`config.mk`:
```
export PLATFORM = sky130hd
export DESIGN_NAME = soc_rst_seq
export DESIGN_NICKNAME = d
export VERILOG_FILES = /design/src/rtl/soc_rst_pkg.sv /design/src/rtl/soc_rst_sync.sv /design/src/rtl/soc_rst_seq.sv
export SDC_FILE = /design/constraint.sdc
export NUM_CORES = 1
export LEC_CHECK = 0
export BUFFER_PORTS_ARGS = -buffer_cell sky130_fd_sc_hd__buf_2
export CAP_MARGIN = 10
export CORE_MARGIN = 3
export CORE_UTILIZATION = 40
export DETAILED_ROUTE_END_ITERATION = 16
export PLACE_DENSITY = 0.62
export RECOVER_POWER = 50
export SLEW_MARGIN = 10
export SYNTH_ARGS = -nofsm -noshare
export SYNTH_HDL_FRONTEND = slang
export SYNTH_SLANG_ARGS = --single-unit
export TNS_END_PERCENT = 10
```
`constraint.sdc`:
```
create_clock -name sys_clk -period 1.7 [get_ports sys_clk]
set_input_delay 0.085 -clock sys_clk [delete_from_list [all_inputs] [get_ports sys_clk]]
set_output_delay 0.085 -clock sys_clk [all_outputs]
set_load 0.005 [all_outputs]
```
`src/rtl/soc_rst_pkg.sv`:
```
`default_nettype none
// ============================================================================
// Module      : soc_rst_pkg
// Description : Shared definitions for the SoC reset sequencer. Holds the
//               sequencer state encoding, the reset-cause encodings, and a
//               small helper used to size the sequencing counter.
// Revision    : 1.0 - initial release
// ============================================================================
package soc_rst_pkg;

    // Sequencer state encoding
    typedef logic [2:0] state_t;

    localparam state_t S_WAIT_LOCK   = 3'd0;
    localparam state_t S_PERIPH_HOLD = 3'd1;
    localparam state_t S_CPU_DELAY   = 3'd2;
    localparam state_t S_RUN         = 3'd3;
    localparam state_t S_DBG_HOLD    = 3'd4;

    // Cause of the most recent reset sequence
    typedef logic [2:0] rst_cause_t;

    localparam rst_cause_t RST_CAUSE_POR = 3'd0;
    localparam rst_cause_t RST_CAUSE_PLL = 3'd1;
    localparam rst_cause_t RST_CAUSE_DBG = 3'd2;
    localparam rst_cause_t RST_CAUSE_SW  = 3'd3;
    localparam rst_cause_t RST_CAUSE_WDT = 3'd4;

    function automatic int max3(input int a, input int b, input int c);
        int m;
        m = (a > b) ? a : b;
        return (m > c) ? m : c;
    endfunction

endpackage
`default_nettype wire

```
`src/rtl/soc_rst_sync.sv`:
```
`default_nettype none
// ============================================================================
// Module      : soc_rst_sync
// Description : Multi-flop synchronizer with asynchronous clear, used to
//               bring the PLL lock indication into the system clock domain.
// Ports       : clk  - destination clock
//               rst  - asynchronous active-high clear
//               i_d  - asynchronous input
//               o_q  - synchronized output (STAGES cycles of latency)
// Revision    : 1.0 - initial release
// ============================================================================
module soc_rst_sync #(
    parameter int STAGES = 2
) (
    input  logic clk,
    input  logic rst,
    input  logic i_d,
    output logic o_q
);

    logic [STAGES-1:0] r_chain;

    always_ff @(posedge clk or posedge rst) begin
        if (rst) begin
            r_chain <= '0;
        end else begin
            r_chain <= {r_chain[STAGES-2:0], i_d};
        end
    end

    assign o_q = r_chain[STAGES-1];

endmodule
`default_nettype wire

```
`src/rtl/soc_rst_seq.sv`:
```
`default_nettype none
// ============================================================================
// Module      : soc_rst_seq
// Description : SoC reset sequencer. Qualifies PLL lock, releases the
//               interconnect/peripheral reset first and the CPU reset later,
//               re-sequences on lock loss, debug ndmreset or software reset,
//               and records the cause of the last reset.
// Ports       : sys_clk        - system clock
//               sys_rst        - asynchronous active-high power-on/pad reset
//               pll_locked_i   - PLL lock (asynchronous)
//               dbg_rst_req_i  - debug ndmreset request (level)
//               sw_rst_req_i   - software reset request (one-cycle pulse)
//               wdt_kick_i     - watchdog kick (only with SOC_RST_SEQ_WDT_EN)
//               periph_rst_b_o - active-low interconnect/peripheral reset
//               cpu_rst_b_o    - active-low CPU core reset
//               rst_busy_o     - high while any sequenced reset is asserted
//               rst_cause_o    - 0 POR, 1 PLL, 2 DBG, 3 SW, 4 WDT
// Options     : SOC_RST_SEQ_WDT_EN - adds the watchdog timeout trigger
// Revision    : 1.0 - initial release
// ============================================================================
module soc_rst_seq #(
    parameter int SYNC_STAGES = 2,
    parameter int LOCK_FILTER = 4,
    parameter int PERIPH_HOLD = 16,
    parameter int CPU_DELAY   = 8
`ifdef SOC_RST_SEQ_WDT_EN
    ,
    parameter int WDT_TIMEOUT = 65536
`endif
) (
    input  logic       sys_clk,
    input  logic       sys_rst,
    input  logic       pll_locked_i,
    input  logic       dbg_rst_req_i,
    input  logic       sw_rst_req_i,
`ifdef SOC_RST_SEQ_WDT_EN
    input  logic       wdt_kick_i,
`endif
    output logic       periph_rst_b_o,
    output logic       cpu_rst_b_o,
    output logic       rst_busy_o,
    output logic [2:0] rst_cause_o
);

    import soc_rst_pkg::*;

    localparam int c_CNT_MAX = max3(LOCK_FILTER, PERIPH_HOLD, CPU_DELAY);
    localparam int c_CNT_W   = $clog2(c_CNT_MAX) + 1;

    localparam logic [c_CNT_W-1:0] c_FILT_LAST  = c_CNT_W'(LOCK_FILTER - 1);
    localparam logic [c_CNT_W-1:0] c_HOLD_LOAD  = c_CNT_W'(PERIPH_HOLD - 1);
    localparam logic [c_CNT_W-1:0] c_DELAY_LOAD = c_CNT_W'(CPU_DELAY - 1);
    localparam logic [c_CNT_W-1:0] c_CNT_ONE    = c_CNT_W'(1);

    logic               w_lock;
    logic               w_wdt_expire;

    state_t             r_state;
    state_t             w_state_nxt;
    logic [c_CNT_W-1:0] r_cnt;
    logic [c_CNT_W-1:0] w_cnt_nxt;
    logic               r_periph_rst_b;
    logic               w_periph_nxt;
    logic               r_cpu_rst_b;
    logic               w_cpu_nxt;
    logic               r_rst_busy;
    rst_cause_t         r_cause;
    rst_cause_t         w_cause_nxt;

    soc_rst_sync #(
        .STAGES (SYNC_STAGES)
    ) u_lock_sync (
        .clk (sys_clk),
        .rst (sys_rst),
        .i_d (pll_locked_i),
        .o_q (w_lock)
    );

`ifdef SOC_RST_SEQ_WDT_EN
    logic [31:0] r_wdt_cnt;

    // Runs only while the sequencer stays in S_RUN; a kick or any exit
    // from S_RUN restarts it, so it can never wrap.
    always_ff @(posedge sys_clk or posedge sys_rst) begin
        if (sys_rst) begin
            r_wdt_cnt <= '0;
        end else if ((r_state == S_RUN) && (w_state_nxt == S_RUN) && !wdt_kick_i) begin
            r_wdt_cnt <= r_wdt_cnt + 32'd1;
        end else begin
            r_wdt_cnt <= '0;
        end
    end

    assign w_wdt_expire = (r_state == S_RUN) && !wdt_kick_i &&
                          (r_wdt_cnt == 32'(WDT_TIMEOUT - 1));
`else
    assign w_wdt_expire = 1'b0;
`endif

    // Next-state logic. Every output is computed here and registered below,
    // so no input reaches an output pin combinationally.
    always_comb begin
        w_state_nxt  = r_state;
        w_cnt_nxt    = r_cnt;
        w_periph_nxt = r_periph_rst_b;
        w_cpu_nxt    = r_cpu_rst_b;
        w_cause_nxt  = r_cause;

        if (!w_lock && (r_state != S_WAIT_LOCK)) begin
            // Lock loss overrides everything outside the lock-wait state
            w_state_nxt  = S_WAIT_LOCK;
            w_cnt_nxt    = '0;
            w_periph_nxt = 1'b0;
            w_cpu_nxt    = 1'b0;
            w_cause_nxt  = RST_CAUSE_PLL;
        end else begin
            case (r_state)
                S_WAIT_LOCK: begin
                    w_periph_nxt = 1'b0;
                    w_cpu_nxt    = 1'b0;
                    if (!w_lock) begin
                        w_cnt_nxt = '0;
                    end else if (r_cnt == c_FILT_LAST) begin
                        w_state_nxt = S_PERIPH_HOLD;
                        w_cnt_nxt   = c_HOLD_LOAD;
                    end else begin
                        w_cnt_nxt = r_cnt + c_CNT_ONE;
                    end
                end

                S_PERIPH_HOLD, S_CPU_DELAY: begin
                    if (dbg_rst_req_i) begin
                        w_state_nxt  = S_DBG_HOLD;
                        w_cnt_nxt    = '0;
                        w_periph_nxt = 1'b0;
                        w_cpu_nxt    = 1'b0;
                        w_cause_nxt  = RST_CAUSE_DBG;
                    end else if (r_cnt != '0) begin
                        w_cnt_nxt = r_cnt - c_CNT_ONE;
                    end else if (r_state == S_PERIPH_HOLD) begin
                        w_periph_nxt = 1'b1;
                        w_state_nxt  = S_CPU_DELAY;
                        w_cnt_nxt    = c_DELAY_LOAD;
                    end else begin
                        w_cpu_nxt   = 1'b1;
                        w_state_nxt = S_RUN;
                    end
                end

                S_RUN: begin
                    if (dbg_rst_req_i) begin
                        w_state_nxt  = S_DBG_HOLD;
                        w_cnt_nxt    = '0;
                        w_periph_nxt = 1'b0;
                        w_cpu_nxt    = 1'b0;
                        w_cause_nxt  = RST_CAUSE_DBG;
                    end else if (sw_rst_req_i) begin
                        // Clock is already qualified, so skip the lock filter
                        w_state_nxt  = S_PERIPH_HOLD;
                        w_cnt_nxt    = c_HOLD_LOAD;
                        w_periph_nxt = 1'b0;
                        w_cpu_nxt    = 1'b0;
                        w_cause_nxt  = RST_CAUSE_SW;
                    end else if (w_wdt_expire) begin
                        w_state_nxt  = S_PERIPH_HOLD;
                        w_cnt_nxt    = c_HOLD_LOAD;
                        w_periph_nxt = 1'b0;
                        w_cpu_nxt    = 1'b0;
                        w_cause_nxt  = RST_CAUSE_WDT;
                    end
                end

                S_DBG_HOLD: begin
                    w_periph_nxt = 1'b0;
                    w_cpu_nxt    = 1'b0;
                    if (!dbg_rst_req_i) begin
                        w_state_nxt = S_PERIPH_HOLD;
                        w_cnt_nxt   = c_HOLD_LOAD;
                    end
                end

                default: begin
                    w_state_nxt  = S_WAIT_LOCK;
                    w_cnt_nxt    = '0;
                    w_periph_nxt = 1'b0;
                    w_cpu_nxt    = 1'b0;
                end
            endcase
        end
    end

    always_ff @(posedge sys_clk or posedge sys_rst) begin
        if (sys_rst) begin
            r_state        <= S_WAIT_LOCK;
            r_cnt          <= '0;
            r_periph_rst_b <= 1'b0;
            r_cpu_rst_b    <= 1'b0;
            r_rst_busy     <= 1'b1;
            r_cause        <= RST_CAUSE_POR;
        end else begin
            r_state        <= w_state_nxt;
            r_cnt          <= w_cnt_nxt;
            r_periph_rst_b <= w_periph_nxt;
            r_cpu_rst_b    <= w_cpu_nxt;
            // CPU reset is always the last to release, so busy tracks it
            r_rst_busy     <= ~w_cpu_nxt;
            r_cause        <= w_cause_nxt;
        end
    end

    assign periph_rst_b_o = r_periph_rst_b;
    assign cpu_rst_b_o    = r_cpu_rst_b;
    assign rst_busy_o     = r_rst_busy;
    assign rst_cause_o    = r_cause;

endmodule
`default_nettype wire
```
After elaboration in Yosys (flattened, before gate mapping)
Index checks and enable logic that the tools add are counted.

cells by class
  $mul = 0
  magnitude comparators = 0
  eq/ne operators = 13
  divide/modulo/power cells = 0
  $add $sub $neg = 2
  mux-type cells = 39
  shifts and indexed selects = 0
  bitwise logic cells = 1
  reduce and logical (&&, ||, !) cells = 11

operator list
  kind                   number
  $mux W5                9
  $mux W3                12
  $pmux W5 S4            1
  $mux W1                13
  $ne A4 B4 Y1 const B   3
  $pmux W3 S4            1
  $ne A3 B3 Y1 const B   3
  $reduce_and A3 Y1      3
  $eq A3 B2 Y1 const B   2
  $pmux W3 S2            1
  $reduce_bool A3 Y1     2
  $add A5 B1 Y5 const B  1
  $eq A5 B2 Y1 const B   1
  $ne A5 B5 Y1 const B   1
  $reduce_and A5 Y1      1
  $reduce_bool A5 Y1     1
  $sub A5 B1 Y5 const B  1
  $pmux W1 S2            2
  $eq A3 B1 Y1 const B   1
  $eq A3 B3 Y1 const B   1
  $logic_not A3 Y1       1
  $ne A3 B2 Y1 const B   1
  $reduce_or A2 Y1       1
  $logic_and A1 B1 Y1    1
  2 further kinds        2

storage, ports and cells
  bits in read-only memories = 0
  RAM bits = 0
  memories kept = 0
  latch bits = 0
  input port bits = 5
  register bits = 16
  output and inout bits = 6

Depth between registers and ports, before layout
Gate-level depths: netlist of run 1.

  depth after elaboration = 7
  depth in mapped cells = 6
  depth with buffers taken out = 6

By module
From an unflattened synthesis of run 1, not the netlist that was laid out.

unflattened totals
  cells, all modules = 119
  area total of the unflattened synthesis = 1088.5 µm²

by module, submodules not included
  module        times used  sequential area each (µm²)  cells an instance  area each (µm²)
  soc_rst_seq   1           326.6                       116                1034.7
  soc_rst_sync  1           50.0                        3                  53.8

Worst setup path after synthesis of run 1
Ideal clock, no wire load.

  kind = register to register
  start = register r_cnt[0]
  end = register r_cnt[3]
  arrival = 1.491 ns
  stages on the path, launching flop included = 7
  required time = 1.577 ns
  setup slack = 0.086 ns
  path through = dfrtp_1 -> inv_1 -> ha_1 -> or4b_4 -> o2111ai_1 -> o311a_1 -> o2bb2ai_1

between the ends
  word-level cells in the longest chain between the ends = 5
  elaborated cells on any way between the ends = 12
  those cells by class = add/sub (2); eq/ne (2); mux (6); reduce/logical (2)

RTL lines
  element                                line                                    RTL
  start: declaration                     soc_rst_seq.sv:60                       logic [c_CNT_W-1:0] r_cnt;
  start signal: assignment               soc_rst_seq.sv:202                      r_cnt <= w_cnt_nxt;
  $sub A5 B1 Y5 (tied with other cells)  soc_rst_seq.sv:139                      w_cnt_nxt = r_cnt - c_CNT_ONE;
  $mux W5, on equally long branches      soc_rst_seq.sv:138, soc_rst_seq.sv:123
  $mux W5, on equally long branches      soc_rst_seq.sv:132, soc_rst_seq.sv:121
  $pmux W5 S4                            soc_rst_seq.sv:117                      case (r_state)
  $mux W5                                soc_rst_seq.sv:109                      if (!w_lock && (r_state != S_WAIT_LOCK)) begin

Parallel ways exist; a longest one is shown, timed or not.
A chain may end at the register's enable or synchronous reset.

Worst setup path after layout of run 1
  start = register r_cnt[1]
  end = register r_cnt[3]

The elaborated chain is that of the path after synthesis.

==> reports/results.ini, run 1 <==
[detailed_routing]
routed_wirelength_um = 2420
drt-initial-drc-count = 21
average_wire_length_per_cell_after_detail_routing_um = 14.9
route.vias.total = 949
postRouteAntennaNets = 0
drt_drc_violations_left = 0
via_per_inst = 5.86
dr.pass1.iters = 4

[synth]
post-synth-top-area-cell = sky130_fd_sc_hd__dfrtp_1
post_syn_instances = 114
synth-compound-area-share_pct = 21.5
synth-main-ff-cell = sky130_fd_sc_hd__dfrtp_1
post_synth_xor_area_fraction_pct = 3.81
ys_types = 52
share_of_synthesized_cell_area_in_and_or_nand_and_nor_gates_pct = 29.1
synth_edf_count = 0
syn_area_um2 = 1120
synth_largest_type_area_fraction_pct = 31.4
synth.avg_cell_area_um2 = 9.79
synth-async-reset-ratio_pct = 100
synth-adder-area-share_pct = 4.26
postSynthRegisterBits = 15
synthMuxAreaShare_pct = 0.897
synthTopCellsByArea = sky130_fd_sc_hd__dfrtp_1, sky130_fd_sc_hd__nor4b_4, sky130_fd_sc_hd__ha_1, sky130_fd_sc_hd__o2bb2ai_1, sky130_fd_sc_hd__nand2_1
syn-num-nets = 122
ys_warn_count = 0
synth_top_family_by_area = simple AND/OR/NAND/NOR gates
seq_area_frac_synth_pct = 33.7

[power_and_ir_drop]
p_leak_nw = 0.555
power-per-cell-area_nw_per_um2 = 1280
irDropWorstVdd_mv = 0.664

[sta]
slew_at_the_pin_closest_to_its_max_slew_limit_ns = 0.598
report.final.slew_viol_count = 0
final_hold_viol_count = 0
final.setup_skew_ns = 0.00654
grt_setup_unrepaired = true
max_freq_mhz = 629
timing.slew.headroom_pct = 60.1
fin_hold_ws_ns = 0.125
final_period_minus_worst_setup_slack_ns = 1.59
finalCritPeriodShare_pct = 93.6
setup_viol_count_final = 0

[floorplanning]
initial_utilization_pct = 43.5
die_x_um = 58.8
floorplan.rows = 18
floorplan.die_area_um2 = 3460
top_level_ports = 11
floorplan.core_area_um2 = 2570
die_h_um = 58.8

[place]
io_buffers = 9
finalWeightedCongestion = 0.844
detailed_place.area_um2 = 1220
dp.final_hpwl_um = 1780

[cells_and_area]
antenna_cells_inserted = 0
fillCellCount = 258
fin_area_um2 = 1290
fraction_of_layout_instances_using_a_drive_strength_above_1_pct = 31.1
flow.area_growth_from_synthesis_pct = 15.2
num-nets-final = 141

[critical_path]
rrSetupSlack_ns = 0.11
worst_setup_end_kind = flop
crit_path_start_kind = flop
critPathArrivalTime_ns = 1.78
critPathMaxFanout = 3
worstPathRequired_ns = 1.89
worstSetupPathType = reg -> reg

[grt]
vias_in_the_first_global_route = 913
grt_first_pass_wirelength_um = 4380
number_of_antenna_violations_at_the_first_check_in_global_routing = 0
grt_ovf = 0
maximum_number_of_pins_on_one_net_before_global_route_repair = 16
grt_util_all_layers_pct = 16.1

[hold_path]
worstHoldPathType = in -> reg

[cts]
clock_pin_slew_on_the_worst_setup_and_hold_paths_ns = 0.11
number_of_levels_in_the_clock_h_tree = 1
maximum_clock_insertion_buffer_count = 2
cts_num_sinks = 15
cts_root_buffer = sky130_fd_sc_hd__clkbuf_4
clock_tree_from_tritoncts = built
postCtsSetupBuffers = 0
cts-buffers-inserted = 3
clk-insertion-delay-late_ns = 0.29

[job]
max_cap_viol_count = 0

[outcome]
status = complete, no violations

==> sequential cells by signal, summed over array words and instances (netlist names) <==
| name | cells |
|---|---|
| cpu_rst_b_o | 1 |
| periph_rst_b_o | 1 |
| r_cnt | 5 |
| r_state | 3 |
| rst_busy_o | 1 |
| rst_cause_o | 2 |
| u_lock_sync.r_chain | 2 |
==> final timing paths <==
kind	end	cells past startpoint	startpoint
setup / recovery	r_cnt[3]	6	r_cnt[1]
hold / removal	r_state[2]	2	dbg_rst_req_i
setup reg to reg	r_cnt[3]	6	r_cnt[1]
hold reg to reg	u_lock_sync.r_chain[1]	0	u_lock_sync.r_chain[0]
max in group asynchronous	r_state[0]	3	sys_rst
min in group asynchronous	rst_cause_o[0]	3	sys_rst
==> critical path, stage by stage, from the launching register on <==
cell	delay, ns
sky130_fd_sc_hd__dfrtp_1	0.39
sky130_fd_sc_hd__inv_1	0.08
sky130_fd_sc_hd__ha_2	0.18
sky130_fd_sc_hd__or4b_4	0.48
sky130_fd_sc_hd__o2111ai_1	0.12
sky130_fd_sc_hd__o311a_1	0.19
sky130_fd_sc_hd__o2bb2ai_1	0.06
==> per-stage QoR <==
step / utilization [%] / std cells / TNS, ns / power (mW) / worst slack [ns]
after floorplan: - / 114 / 0 / 1.17 / 0.0856
after global placement: 47.6 / 156 / 0 / 1.39 / 0.123
after detailed placement: 47.6 / 156 / 0 / 1.40 / 0.0925
after CTS: 49.6 / 162 / 0 / 1.63 / 0.0771
after global routing: 50.1 / 162 / -0.00433 / 1.79 / -0.00433
final: 50.1 / 162 / 0 / 1.64 / 0.109
==> cell usage in the layout (no fill, tap or decap), types with 2 or more instances in the layout <==
cell	netlist	final
sky130_fd_sc_hd__o2111ai_1	2	2
sky130_fd_sc_hd__nor2_2	2	2
sky130_fd_sc_hd__inv_1	5	4
sky130_fd_sc_hd__buf_4	2	10
sky130_fd_sc_hd__nor4b_4	2	3
sky130_fd_sc_hd__ha_1	3	2
sky130_fd_sc_hd__buf_2	2	9
sky130_fd_sc_hd__nand2_1	9	9
sky130_fd_sc_hd__dlygate4sd3_1	0	2
sky130_fd_sc_hd__o2bb2ai_1	4	4
sky130_fd_sc_hd__o21ai_0	3	3
sky130_fd_sc_hd__nand3_1	6	6
sky130_fd_sc_hd__nor2_1	3	3
sky130_fd_sc_hd__nand4_1	2	2
sky130_fd_sc_hd__clkbuf_4	0	3
sky130_fd_sc_hd__nor2b_1	2	2
sky130_fd_sc_hd__dfrtp_2	0	2
sky130_fd_sc_hd__a21oi_1	6	6
sky130_fd_sc_hd__xnor2_1	3	3
sky130_fd_sc_hd__dfrtp_1	14	12
sky130_fd_sc_hd__nor3_1	3	3
sky130_fd_sc_hd__o21ai_1	4	4
sky130_fd_sc_hd__and3_1	4	4
==> metal layers <==
layer,GRT usage [%],part of all wire [%],up-vias
met2,24.6,45,27
met4,2.59,0,0
li1,-,-,462
met1,22.9,48,460
met5,0,0,-
met3,4.61,6.3,0
==> where the power goes <==
part / internal (mW) / leakage, nW / switching (mW) / total [mW]
Combinational: 0.453 / 0.348 / 0.433 / 0.885
Clock: 0.0895 / 0.0139 / 0.133 / 0.223
Sequential: 0.430 / 0.193 / 0.106 / 0.536
Total: 0.972 / 0.555 / 0.672 / 1.64
==> kinds of logic (layout without fill, tap and decap cells) <==
logic type	after synthesis	after routing
other cells	1	1
fa+ha+maj	4	4
mux	1	1
flops	15	15
xor+xnor	4	4
simple gates	45	45
compound gates	32	32
buf+inv	12	30
==> cell usage after synthesis (all sizes together), types with 2 or more instances <==
master and n:
dfrtp 14, nand2 9, nand3 7, o21ai 7, a21oi 6, buf 6
inv 5, nor2 5, and3 4, nor4b 4, o2bb2ai 4, ha 3
nor3 3, xnor2 3, nand4 2, nor2b 2, nor3b 2, o2111ai 2
==> final cells by class <==
class | instances | area, um2 | share of cell area (%)
Multi-Input combinational cell | 87 | 681 | 52.9
Sequential cell | 15 | 379 | 29.5
Timing Repair Buffer | 21 | 140 | 10.9
Tap cell | 30 | 37.5 | 2.92
Clock buffer | 3 | 22.5 | 1.75
Inverter | 5 | 18.8 | 1.46
Clock inverter | 1 | 7.51 | 0.584
==> what timing repair did <==
item                                   CTS  global route
hold buffers                             2             0
endpoints found under the hold margin   15             0
resized for setup                        0             5
setup endpoints to repair                0             5
No activity file was read; power rests on OpenSTA's default activity.
==> run 2: changes to the inputs <==
--- a/config.mk
+++ b/config.mk
@@ -5,8 +5,10 @@
 export SDC_FILE = /design/constraint.sdc
 export NUM_CORES = 1
 export LEC_CHECK = 0
+export ABC_AREA = 1
 export BUFFER_PORTS_ARGS = -buffer_cell sky130_fd_sc_hd__buf_2
 export CAP_MARGIN = 10
+export CORE_ASPECT_RATIO = 1.1
 export CORE_MARGIN = 3
 export CORE_UTILIZATION = 40
 export DETAILED_ROUTE_END_ITERATION = 16
==> reports/results.ini, run 2 <==
[job]
max_cap_viol_count = 0  ; unchanged

[cells_and_area]
flow.area_growth_from_synthesis_pct = 11.1
finalNonFillerCells = 192  ; +19%
postLayoutCoreUtil_pct = 47.8  ; -2.3 points
fraction_of_layout_instances_using_a_drive_strength_above_1_pct = 24.2  ; -6.8 points
reg_top3 = r_cnt x5, r_state x3
fillCellCount = 251  ; -2.7%
final_common_cell = sky130_fd_sc_hd__nand2_1
max_flop_register = r_cnt
antenna_cells_inserted = 0  ; unchanged
final_cell_mix = sky130_fd_sc_hd__nand2_1, sky130_fd_sc_hd__inv_1, sky130_fd_sc_hd__dfrtp_1, sky130_fd_sc_hd__buf_2, sky130_fd_sc_hd__nand3_1
flip_flop_count_of_the_largest_register_all_copies_and_words_added = 5  ; unchanged
num-nets-final = 170  ; +21%

[grt]
grt_ovf = 0  ; unchanged
maximum_number_of_pins_on_one_net_before_global_route_repair = 16  ; unchanged
grt_busiest_layer = met2
met1_usage_grt_pct = 20.0  ; -2.9 points
grt_first_pass_wirelength_um = 4060  ; -7.4%
vias_in_the_first_global_route = 918  ; +0.55%
globalRouteMet2Util_pct = 27.4  ; +2.8 points
number_of_antenna_violations_at_the_first_check_in_global_routing = 0  ; unchanged
met3_usage_pct = 1.28  ; -3.3 points
grt_util_all_layers_pct = 15.5  ; -0.60 points

[synth]
synthMuxAreaShare_pct = 0  ; -0.90 points
synth-adder-area-share_pct = 3.43  ; -0.83 points
post-synth-top-area-cell = sky130_fd_sc_hd__dfrtp_1
post_synth_xor_area_fraction_pct = 4.00  ; +0.19 points
synth_edf_count = 0  ; unchanged
share_of_synthesized_cell_area_in_and_or_nand_and_nor_gates_pct = 39.8  ; +11 points
ys_warn_count = 0  ; unchanged
seq_area_frac_synth_pct = 34.4  ; +0.69 points
postSynthRegisterBits = 15  ; unchanged
synth-async-reset-ratio_pct = 100  ; unchanged
syn_area_um2 = 1090  ; -2.0%
synth.avg_cell_area_um2 = 7.44  ; -24%
synthTopCellsByArea = sky130_fd_sc_hd__dfrtp_1, sky130_fd_sc_hd__nand2_1, sky130_fd_sc_hd__inv_1, sky130_fd_sc_hd__nor2_4, sky130_fd_sc_hd__nand2_4
synth-compound-area-share_pct = 8.01  ; -14 points
most_frequent_cell_after_synthesis = sky130_fd_sc_hd__nand2_1
synth-main-ff-cell = sky130_fd_sc_hd__dfrtp_1
syn-num-nets = 155  ; +27%
post_synth_most_frequent_cells = sky130_fd_sc_hd__nand2_1, sky130_fd_sc_hd__inv_1, sky130_fd_sc_hd__dfrtp_1
synth_top_family_by_area = simple AND/OR/NAND/NOR gates
synth_largest_type_area_fraction_pct = 32.0  ; +0.65 points
ys_types = 27  ; -48%
post_syn_instances = 147  ; +29%

[cts]
clk-insertion-delay-late_ns = 0.29  ; about the same
clock_pin_slew_on_the_worst_setup_and_hold_paths_ns = 0.09  ; -0.02 ns
number_of_levels_in_the_clock_h_tree = 1  ; unchanged
postCtsSetupBuffers = 0  ; unchanged
clock_tree_from_tritoncts = built
cts-buffers-inserted = 3  ; unchanged
cts_root_buffer = sky130_fd_sc_hd__clkbuf_4
cts_num_sinks = 15  ; unchanged
maximum_clock_insertion_buffer_count = 2  ; unchanged

[sta]
report.final.slew_viol_count = 0  ; unchanged
finalCritPeriodShare_pct = 91.5  ; -2.1 points
slew_at_the_pin_closest_to_its_max_slew_limit_ns = 0.579  ; -0.0183 ns
grt_setup_unrepaired = false
fin_hold_ws_ns = 0.188  ; +0.0624 ns
final_period_minus_worst_setup_slack_ns = 1.56  ; -0.0355 ns
totalNegativeSetupSlack_ns = 0  ; unchanged
setup_viol_count_final = 0  ; unchanged
timing.slew.headroom_pct = 61.3  ; +1.2 points
final.setup_skew_ns = 0.00690  ; +0.000368 ns
final_hold_viol_count = 0  ; unchanged
max_freq_mhz = 643  ; +2.3%

[floorplanning]
floorplan.rows = 19  ; +1
die_h_um = 60.8  ; +3.4%
top_level_ports = 11  ; unchanged
die_x_um = 55.9  ; -5.0%
floorplan.die_area_um2 = 3400  ; -1.8%
initial_utilization_pct = 43.0  ; -0.48 points
floorplan.core_area_um2 = 2540  ; -0.93%

[critical_path]
worstSetupPathType = reg -> reg
critPathArrivalTime_ns = 1.74  ; -0.04 ns
worst_setup_end_kind = flop
crit_path_start_kind = flop
worstPathRequired_ns = 1.88  ; about the same
critPathMaxFanout = 7  ; +4

[place]
finalWeightedCongestion = 0.896  ; +6.1%
dp.final_hpwl_um = 1810  ; +1.5%
placed_cells = 186  ; +19%
io_buffers = 9  ; unchanged

[outcome]
status = complete, no violations

[detailed_routing]
dr.pass1.iters = 4  ; unchanged
routed_wirelength_um = 2300  ; -5.1%
via_per_inst = 4.97  ; -15%
drt-initial-drc-count = 24  ; +14%
average_wire_length_per_cell_after_detail_routing_um = 12.0  ; -20%
postRouteAntennaNets = 0  ; unchanged
drt_drc_violations_left = 0  ; unchanged
route.vias.total = 954  ; +0.53%

[hold_path]
worstHoldPathType = in -> reg

[power_and_ir_drop]
p_clk_share_pct = 10.2  ; -3.4 points
swShare_pct = 50.8  ; +10 points
power-per-cell-area_nw_per_um2 = 1650  ; +29%
comb_power_share_pct = 59.3  ; +5.5 points
irDropWorstVdd_mv = 0.832  ; +25%
total_power_mw = 2.01  ; +22%
netSwitchingPower_mw = 1.02  ; +52%
p_leak_nw = 0.652  ; +17%
power_report.internal_total_mw = 0.988  ; +1.6%
seq_power_share_pct = 30.5  ; -2.1 points

==> run 2: cell types whose count changed in the layout (fill, tap and decap cells not counted), sizes merged, moves of 6 or more <==
cell   before  now
nor2        5   15
buf        19   10
nand4       2    8
inv         5   24
nand2       9   45
==> run 2: path summary, 6_finish.rpt <==
kind | slack [ns] | from | cells past startpoint | to
worst max-delay path | 0.14 | r_cnt[0] | 9 | r_cnt[2]
worst min-delay path | 0.19 | sw_rst_req_i | 5 | rst_cause_o[1]
worst max register to register | 0.14 | r_cnt[0] | 9 | r_cnt[2]
worst min register to register | 0.37 | u_lock_sync.r_chain[0] | 0 | u_lock_sync.r_chain[1]
max in group asynchronous | 0.89 | sys_rst | 3 | r_cnt[0]
min in group asynchronous | 0.40 | sys_rst | 3 | rst_cause_o[0]
==> run 2: cells by family after synthesis <==
group / count (synthesis)
xor+xnor: 5
buf+inv: 26
fa+ha+maj: 3
other cells: 1
compound gates: 16
simple gates: 81
flops: 15
==> run 2: area by class of cell <==
class                      instances  area, um2  share of cell area (%)
tap                               31       38.8                    3.19
sequential                        15        378                    31.1
clock buffer                       3       22.5                    1.85
multi-input combinational        106        608                    50.1
inverter                          24       90.1                    7.42
clock inverter                     1       5.00                   0.412
timing repair buffer              12       72.6                    5.97
==> run 2: worst max-delay path, cell delays in order (launching register included) <==
cell and delay, ns:
sky130_fd_sc_hd__dfrtp_2 0.45, sky130_fd_sc_hd__inv_1 0.13, sky130_fd_sc_hd__ha_1 0.17, sky130_fd_sc_hd__nand3_1 0.13, sky130_fd_sc_hd__inv_2 0.15, sky130_fd_sc_hd__nand3_2 0.12
sky130_fd_sc_hd__nand2_4 0.13, sky130_fd_sc_hd__nor2_4 0.05, sky130_fd_sc_hd__nand2_1 0.07, sky130_fd_sc_hd__nand2_1 0.04
==> run 2: per-stage QoR <==
step	instance area [um2]	setup slack [ns]
floorplan	1090	0.368
detailed placement	1170	0.168
global route	1210	0.0108
global placement	1170	0.177
CTS	1210	0.136
finish	1210	0.144
==> run 2: repair_timing <==
item,CTS,global route
endpoints found under the setup margin,0,2
gates resized for setup,0,1
endpoints found under the hold margin,15,0
hold buffers,2,0
==> run 2: power by group through the flow <==
| stage | Combinational (mW) | Clock, mW | Sequential, mW |
|---|---|---|---|
| 3_5_place_dp | 1.18 | 0 | 0.615 |
| 4_1_cts | 1.19 | 0.219 | 0.609 |
| 5_1_grt | 1.38 | 0.240 | 0.633 |
| 2_1_floorplan | 0.949 | 0 | 0.590 |
| 6_report | 1.19 | 0.205 | 0.612 |
| 3_3_place_gp | 1.17 | 0 | 0.610 |
==> run 2: layer usage <==
layer,part of all wire (%),vias up
met2,50,13
met4,1.5,0
met3,2.7,5
met5,0,-
li1,-,493
met1,46,443
